===== src/rtl/irq_controller.sv =====
// Interrupt controller: synchronizes five sources, latches pending bits per edge/level
// mode, and hands the lowest-index enabled pending source to the core via req/ack/done.
module irq_controller #(
    parameter int unsigned NUM_SRC  = 5,
    parameter int unsigned ID_WIDTH = 3
) (
    input  logic                clk,
    input  logic                reset,
    input  logic [NUM_SRC-1:0]  src_in,
    output logic                irq_o,
    input  logic                irq_ack,
    output logic [ID_WIDTH-1:0] irq_id,
    input  logic                irq_done,
    output logic                in_service,
    input  logic [1:0]          reg_addr,
    input  logic [31:0]         reg_wdata,
    input  logic                reg_we,
    input  logic                reg_re,
    output logic [31:0]         reg_rdata
);

    localparam int unsigned DATA_W      = 32;
    localparam int unsigned STAT_SVC    = 8;
    localparam int unsigned STAT_IRQ    = 9;
    localparam logic [1:0]  ADDR_ENABLE = 2'd0;
    localparam logic [1:0]  ADDR_PEND   = 2'd1;
    localparam logic [1:0]  ADDR_MODE   = 2'd2;
    localparam logic [1:0]  ADDR_STATUS = 2'd3;

    typedef enum logic [1:0] {
        IDLE    = 2'd0,
        REQ     = 2'd1,
        SERVICE = 2'd2
    } state_t;

    state_t state, state_next;

    logic [NUM_SRC-1:0]  sync1, sync2, dly;
    logic [NUM_SRC-1:0]  enable, mode, pending;
    logic [NUM_SRC-1:0]  set_mask, w1c_mask, ack_mask, pend_en, pending_next;
    logic [ID_WIDTH-1:0] win_id, irq_id_next;
    logic                win_valid;
    logic                irq_next, in_service_next;
    logic [DATA_W-1:0]   rdata_c;
    logic                unused_wdata;

    assign unused_wdata = ^reg_wdata[DATA_W-1:NUM_SRC];

    // Two-flop synchronizer plus a delay stage for rising-edge detection
    always_ff @(posedge clk) begin
        if (reset) begin
            sync1 <= '0;
            sync2 <= '0;
            dly   <= '0;
        end else begin
            sync1 <= src_in;
            sync2 <= sync1;
            dly   <= sync2;
        end
    end

    assign set_mask = sync2 & (mode | ~dly);
    assign w1c_mask = (reg_we && (reg_addr == ADDR_PEND)) ? reg_wdata[NUM_SRC-1:0] : '0;
    assign pend_en  = pending & enable;

    // Fixed priority: the lowest set index is assigned last and therefore wins
    always_comb begin
        win_id    = '0;
        win_valid = |pend_en;
        for (int i = int'(NUM_SRC) - 1; i >= 0; i--) begin
            if (pend_en[i]) begin
                win_id = ID_WIDTH'(i);
            end
        end
    end

    always_ff @(posedge clk) begin
        if (reset) begin
            state <= IDLE;
        end else begin
            state <= state_next;
        end
    end

    always_comb begin
        state_next  = state;
        irq_id_next = irq_id;
        ack_mask    = '0;
        case (state)
            IDLE: begin
                if (win_valid) begin
                    state_next = REQ;
                end
            end
            REQ: begin
                if (irq_ack && win_valid) begin
                    state_next  = SERVICE;
                    irq_id_next = win_id;
                    ack_mask    = NUM_SRC'(1) << win_id;
                end else if (!win_valid) begin
                    state_next = IDLE;
                end
            end
            SERVICE: begin
                if (irq_done) begin
                    state_next = IDLE;
                end
            end
            default: state_next = IDLE;
        endcase
        irq_next        = (state_next == REQ);
        in_service_next = (state_next == SERVICE);
    end

    // Set beats software clear; the claim clears the bit so a level source re-sets a cycle later
    assign pending_next = ((pending & ~w1c_mask) | set_mask) & ~ack_mask;

    always_ff @(posedge clk) begin
        if (reset) begin
            irq_o      <= 1'b0;
            in_service <= 1'b0;
            irq_id     <= '0;
            pending    <= '0;
            enable     <= '0;
            mode       <= '0;
        end else begin
            irq_o      <= irq_next;
            in_service <= in_service_next;
            irq_id     <= irq_id_next;
            pending    <= pending_next;
            if (reg_we && (reg_addr == ADDR_ENABLE)) begin
                enable <= reg_wdata[NUM_SRC-1:0];
            end
            if (reg_we && (reg_addr == ADDR_MODE)) begin
                mode <= reg_wdata[NUM_SRC-1:0];
            end
        end
    end

    always_comb begin
        rdata_c = '0;
        case (reg_addr)
            ADDR_ENABLE: rdata_c[NUM_SRC-1:0] = enable;
            ADDR_PEND:   rdata_c[NUM_SRC-1:0] = pending;
            ADDR_MODE:   rdata_c[NUM_SRC-1:0] = mode;
            ADDR_STATUS: begin
                rdata_c[ID_WIDTH-1:0] = irq_id;
                rdata_c[STAT_SVC]     = in_service;
                rdata_c[STAT_IRQ]     = irq_o;
            end
            default: rdata_c = '0;
        endcase
    end

    always_ff @(posedge clk) begin
        if (reset) begin
            reg_rdata <= '0;
        end else if (reg_re) begin
            reg_rdata <= rdata_c;
        end
    end

endmodule


===== config.mk =====
export PLATFORM = sky130hd
export DESIGN_NAME = irq_controller
export DESIGN_NICKNAME = d
export VERILOG_FILES = /design/src/rtl/irq_controller.sv
export SDC_FILE = /design/constraint.sdc
export NUM_CORES = 1
export LEC_CHECK = 0
export BUFFER_PORTS_ARGS = -buffer_cell sky130_fd_sc_hd__buf_4
export CAP_MARGIN = 20
export CORE_ASPECT_RATIO = 0.6
export CORE_UTILIZATION = 45
export CTS_CLUSTER_DIAMETER = 150
export DETAILED_ROUTE_END_ITERATION = 8
export GPL_ROUTABILITY_DRIVEN = 0
export PLACE_DENSITY = 0.76
export SYNTH_ARGS = -nofsm -noshare
export SYNTH_HDL_FRONTEND = slang
export SYNTH_SLANG_ARGS = --single-unit
export TNS_END_PERCENT = 30

===== constraint.sdc =====
create_clock -name clk -period 3.35 [get_ports clk]
set_clock_uncertainty 0.15 [all_clocks]
set_input_delay 0.1675 -clock clk [delete_from_list [all_inputs] [get_ports clk]]
set_output_delay 0.1675 -clock clk [all_outputs]
set_load 0.02 [all_outputs]

==> run summary, run 1 <==
outcome -> finished, final reports clean
final setup violation count -> 0
CP Capture Type -> register
hold path endpoint -> state[0]$_SDFF_PP0_
post-detailed-route DRC marker count -> 0
Min Clock Period, post-route -> 1.59 ns
nets -> 283
Synthesis Warnings -> 0
beginning of the worst hold path -> irq_ack
gr ovfl total -> 0
post-synthesis cell area -> 0.00190 mm^2
initial DRC count -> 66
first-pass GRT wire length -> 6110 um
final slew viol count -> 0
share of layout cells above drive strength 1 -> 0.172
CTS sink cnt -> 44
multiplexer area fraction after synthesis -> 0.0881
Initial Utilization -> 0.494
Clock Pin Slew Worst Setup and Hold Paths -> 0.08 ns
critical path type -> register to register
arrival time at the worst endpoint -> 1.60 ns
Slowest Stage Delay on Critical Path -> 0.45 ns
CTS tree -> done
maxcap violations -> 0
Core Util, Final -> 0.593
CTS H-tree lvls -> 2
CP max FO -> 5
Post-Synth Simple-Gate Area -> 0.201
Synth async-reset ratio -> 0
reg2reg start -> enable[3]$_SDFFE_PP0P_
die extent in x -> 86.0 um
clk root buf -> clkbuf_8
xor/xnor share of the synthesized area -> 0
Setup TNS -> 0 ns
non-filler cells, final -> 296
R2R setup slack -> 1.76 ns
share of the synthesized area in the top cell type -> 0.463
initial antenna violation count -> 0
number of synthesized register bits -> 44
post_cts resized -> 0
largest net degree at the start of global routing -> 45
# diodes -> 0
Synth Flop Type -> dfxtp_1
port bufs -> 29
Final Cycle Share -> 0.473
Synth area leaders -> dfxtp_1, buf_4, a21oi_1
Syn Area/Cell -> 9.56 um^2
P per Cell Area -> 463 mW/mm^2
DR pass1 iterations -> 5
Routed wire per std cell -> 12.8 um
CP cell instances -> a22o_1 -> nor3b_1 -> a32oi_1
Tot Pwr -> 1.06 mW
row count -> 17
most frequent cells in the layout -> dfxtp_1, buf_4, conb_1, a21oi_1, nor2_1
Die Area -> 0.00450 mm^2
placed insts -> 276
Worst Path Buf+Inv -> 0
sequential area share after synthesis -> 0.463
worst hold slack -> 0.0343 ns
Post CTS Setup Buffer Count -> 0
post-synth top area cell -> dfxtp_1
Final Hold Viols -> 0
io pins -> 82
largest family of logic cells by synthesized area -> simple AND/OR/NAND/NOR gates
cell family with most CP delay -> simple AND/OR/NAND/NOR gates
Post-synth EDFFs -> 0
clock tree buffer depth -> 2
Core Footprint -> 0.00385 mm^2
highest-delay cell along the critical path -> nor3b_1
slew margin rel. -> 0.601
Synth Instances -> 199
total track usage -> 0.186
DP HPWL -> 2680 um
Slew @ Worst Pin -> 0.598 ns
post-route design area -> 0.00228 mm^2
Die Y-Extent -> 52.4 um
Hold Path Cell Cnt -> 3
Clock Latency Late Sink -> 0.30 ns
Max rail drop VDD -> 0.320 mV
Post-Route WL -> 3780 um
Synth Area in Compound Gates -> 0.124
placed cell areas -> 0.00206 mm^2
vias in the first global route -> 1,288
via count -> 1,394
PnR worst setup slack -> 1.76 ns
area grow syn2layout -> 20.1%
antenna-violating nets left -> 0
fill cell count -> 356
Leakage -> 0.920 nW
fmax -> 631 MHz
most common cell after layout, fill and taps aside -> dfxtp_1
post-synth cell types -> 31
total CTS buffers -> 5
worst reg2reg endpoint -> pending[3]$_SDFF_PP0_
crit path launch type -> register
path depth of the worst reg2reg path -> 3
adder-cell share of the synthesized area -> 0
Setup WS pre-CTS -> 1.76 ns
Worst Hold Class -> primary input to register
CP Data Required Time -> 3.37 ns
vias per cell -> 4.71
unrepaired setup endpoints after global routing -> no
==> how the worst max path moves through the flow <==
stage,from,endpoint,slack [ns],cells after the start
6_report,enable[3]$_SDFFE_PP0P_,pending[3]$_SDFF_PP0_,1.76,3
5_1_grt,enable[3]$_SDFFE_PP0P_,pending[3]$_SDFF_PP0_,1.65,3
4_1_cts,enable[3]$_SDFFE_PP0P_,pending[3]$_SDFF_PP0_,1.75,3
3_5_place_dp,enable[3]$_SDFFE_PP0P_,pending[3]$_SDFF_PP0_,1.76,3
3_3_place_gp,enable[3]$_SDFFE_PP0P_,pending[3]$_SDFF_PP0_,1.82,3
2_1_floorplan,pending[0]$_SDFF_PP0_,pending[3]$_SDFF_PP0_,2.03,3
==> registers in the layout, summed over array words and instances (netlist names) <==
register,count
reg_rdata,7
dly,5
enable,5
mode,5
pending,5
sync1,5
sync2,5
irq_id,3
state,2
in_service,1
irq_o,1
==> worst register-to-register path, stage by stage (launching register included) <==
cell     delay [ns]
dfxtp_1        0.40
a22o_1         0.29
nor3b_1        0.45
a32oi_1        0.16
==> report_power, final <==
group	switching, mW	internal, mW
clock	0.173	0.221
combinational	0.0666	0.0466
sequential	0.0103	0.540
total	0.250	0.807
==> kinds of logic (layout without fill, tap and decap cells) <==
group | after synthesis | in the layout
AOI/OAI and AO/OA | 36 | 36
buffers and inverters | 35 | 51
DFF | 44 | 44
muxes | 13 | 13
other | 1 | 25
and+or+nand+nor | 70 | 70
==> layout make-up <==
cell class	instances	area [um^2]	area share
Sequential cell	44	881	0.386
Clock buffer	6	72.6	0.0318
Multi-Input combinational cell	144	880	0.385
Inverter	2	7.51	0.00329
Clock inverter	2	35.0	0.0153
Timing Repair Buffer	41	338	0.148
Tap cell	57	71.3	0.0312
==> cells in the mapped netlist (all sizes together) (3+ instances only) <==
cell    number
a211oi       3
a21oi       21
buf         31
dfxtp       44
mux2i       10
mux4         3
nand2       12
nand2b       8
nand3        5
nand3b       4
nor2        17
nor2b       16
==> routing by layer <==
| metal | up-vias | GRT usage | share of wire |
|---|---|---|---|
| li1 | 707 | - | - |
| met1 | 634 | 0.261 | 0.51 |
| met2 | 50 | 0.271 | 0.41 |
| met3 | 3 | 0.0724 | 0.077 |
| met4 | 0 | 0.0333 | 0.0040 |
| met5 | - | 0 | 0 |
==> timing repair <==
action                                  4_1_cts  5_1_grt
endpoints found under the setup margin        0        0
hold buffers                                 12        0
hold endpoints to repair                     15        0
No activity file was read; power rests on OpenSTA's default activity.
==> run 2: changes to the inputs <==
- ABC_AREA: default -> 1
- clock period: 3.35 -> 1.5 ns (I/O delays scaled with it)
==> run 2 against run 1 <==
Effect of this change:
- clock power is 92% higher
- hold slack gained 0.036 ns
- sequential cell count stayed put
- synthesized cell count up 37%
- routed wire length up 7.8%
- largest cell class unchanged
- clock-buffer cell count increased by 2
==> run summary, run 2 <==
Post-synth EDFFs -> 0
Top reg by flops -> reg_rdata
Post-Route WL -> 4070 um
# diodes -> 0
Synth area leaders -> dfxtp_1, nand2_1, buf_4
fill cell count -> 425
critical path type -> primary input to register
Final Hold Viols -> 0
gr ovfl total -> 0
post-synth top area cell -> dfxtp_1
crit path launch type -> primary input
fmax -> 694 MHz
Synthesis Warnings -> 0
DR pass1 iterations -> 4
worst reg2reg endpoint -> irq_id[0]$_SDFFE_PP0P_
CP max FO -> 4
clk root buf -> clkbuf_8
row count -> 18
post-synthesis cell area -> 0.00195 mm^2
CP cell instances -> dlygate4sd3_1 -> buf_4 -> nand3_1 -> dlygate4sd3_1 -> a21oi_1
sequential area share after synthesis -> 0.452
top cells by count, synth -> nand2_1, dfxtp_1, nor2_1
hold path endpoint -> dly[0]$_SDFF_PP0_
port bufs -> 29
final slew viol count -> 0
die extent in x -> 87.0 um
Setup TNS -> 0 ns
total track usage -> 0.197
Die Y-Extent -> 53.0 um
antenna-violating nets left -> 0
R2R setup slack -> 0.10 ns
Clock Pin Slew Worst Setup and Hold Paths -> 0.07 ns
outcome -> finished, final reports clean
Min Clock Period, post-route -> 1.44 ns
post-detailed-route DRC marker count -> 0
Synth Flop Type -> dfxtp_1
area grow syn2layout -> 23.5%
Synth Instances -> 273
final setup violation count -> 0
placed insts -> 359
first-pass GRT wire length -> 6620 um
Initial Utilization -> 0.473
Max rail drop VDD -> 0.471 mV
arrival time at the worst endpoint -> 1.52 ns
Slowest Stage Delay on Critical Path -> 0.56 ns
highest-delay cell along the critical path -> dlygate4sd3_1
Hold Path Cell Cnt -> 4
clock tree buffer depth -> 2
share of the synthesized area in the top cell type -> 0.452
Clock Latency Late Sink -> 0.29 ns
largest net degree at the start of global routing -> 30
Synth async-reset ratio -> 0
CTS tree -> done
number of synthesized register bits -> 44
share of layout cells above drive strength 1 -> 0.161
CTS H-tree lvls -> 2
Tot Pwr -> 2.28 mW
Leakage -> 1.16 nW
initial DRC count -> 92
CP Data Required Time -> 1.58 ns
total CTS buffers -> 5
beginning of the worst hold path -> reset
DP HPWL -> 2940 um
Syn Area/Cell -> 7.14 um^2
Core Util, Final -> 0.584
CTS sink cnt -> 44
initial antenna violation count -> 0
Largest register FFs -> 7
path depth of the worst reg2reg path -> 8
Post CTS Setup Buffer Count -> 0
Worst Hold Class -> primary input to register
non-filler cells, final -> 383
Final Cycle Share -> 0.960
CP dominant cell by count -> dlygate4sd3_1
post-synth cell types -> 23
vias per cell -> 4.42
most frequent cells in the layout -> nand2_1, dfxtp_1, nor2_1, inv_1, buf_4
CP Capture Type -> register
Routed wire per std cell -> 10.6 um
P per Cell Area -> 949 mW/mm^2
most common cell after layout, fill and taps aside -> nand2_1
via count -> 1,692
nets -> 367
most instantiated library cell after synthesis -> nand2_1
Core Footprint -> 0.00412 mm^2
Die Area -> 0.00461 mm^2
maxcap violations -> 0
io pins -> 82
unrepaired setup endpoints after global routing -> no
reg2reg start -> pending[0]$_SDFF_PP0_
vias in the first global route -> 1,526
## run 2: cell types whose count changed after synthesis, sizes merged, moves of 4 or more
cell    before  now
nand3b       4    0
inv          2   39
nor2        17   44
o21ai        2   10
nand3        5   16
mux2i       10    0
nand2       12   60
nor2b       16    0
nand2b       8    0
## run 2: layer usage
| metal | track usage | vias up | share of wire | wire length, um |
|---|---|---|---|---|
| li1 | - | 885 | - | - |
| met1 | 0.260 | 752 | 0.52 | 2130 |
| met2 | 0.301 | 48 | 0.41 | 1660 |
| met3 | 0.0515 | 7 | 0.056 | 230 |
| met4 | 0.0917 | 0 | 0.013 | 53 |
| met5 | 0 | - | 0 | 0 |
## run 2: area by class of cell
cell class | instances | area (um^2) | share of cell area
clock buffers | 8 | 90.1 | 0.0374
inverters | 40 | 150 | 0.0624
multi-input cells | 183 | 811 | 0.337
flip-flops and latches | 44 | 881 | 0.366
well taps | 60 | 75.1 | 0.0312
repair buffers | 48 | 400 | 0.166
## run 2: worst max path at each step
stage | start | endpoint
finish | reg_we | mode[3]$_SDFFE_PP0P_
global route | pending[0]$_SDFF_PP0_ | irq_id[0]$_SDFFE_PP0P_
CTS | reg_we | mode[3]$_SDFFE_PP0P_
detailed placement | pending[0]$_SDFF_PP0_ | irq_id[0]$_SDFFE_PP0P_
global placement | pending[0]$_SDFF_PP0_ | irq_id[0]$_SDFFE_PP0P_
floorplan | pending[0]$_SDFF_PP0_ | irq_id[0]$_SDFFE_PP0P_
## run 2: power by group
group / total, mW / internal [mW] / switching (mW)
Sequential: 1.24 / 1.21 / 0.0240
Clock: 0.757 / 0.376 / 0.381
Combinational: 0.292 / 0.109 / 0.183
## run 2: cell families (layout without fill, tap and decap cells)
kind of cell / Yosys count / count (layout) / share of synthesized area
DFF: 44 / 44 / 0.452
buffers and inverters: 70 / 96 / 0.184
AOI/OAI and AO/OA: 34 / 34 / 0.0879
and+or+nand+nor: 124 / 124 / 0.274
other: 1 / 25 / 0.00192
## run 2: per-stage QoR
stage / setup WS, ns / cell area [um^2] / hold WS [ns]
finish: 0.0599 / 2410 / 0.0701
global route: 0.00473 / 2410 / 0.0972
CTS: 0.0680 / 2400 / 0.0633
detailed placement: 0.112 / 2150 / 0.131
global placement: 0.153 / 2150 / 0.125
floorplan: 0.303 / 2040 / 0.00759
## run 2: timing repair
item | CTS | global route
endpoints found under the hold margin | 32 | 0
hold buffers | 16 | 0
endpoints found under the setup margin | 0 | 3
gates resized for setup | 0 | 2
## run 2: worst max-delay path, delay by kind of cell
kind	cells	cell delay (ns)
buffers and inverters	3	1.23
AO/OA/AOI/OAI	1	0.14
AND/OR/NAND/NOR	1	0.07
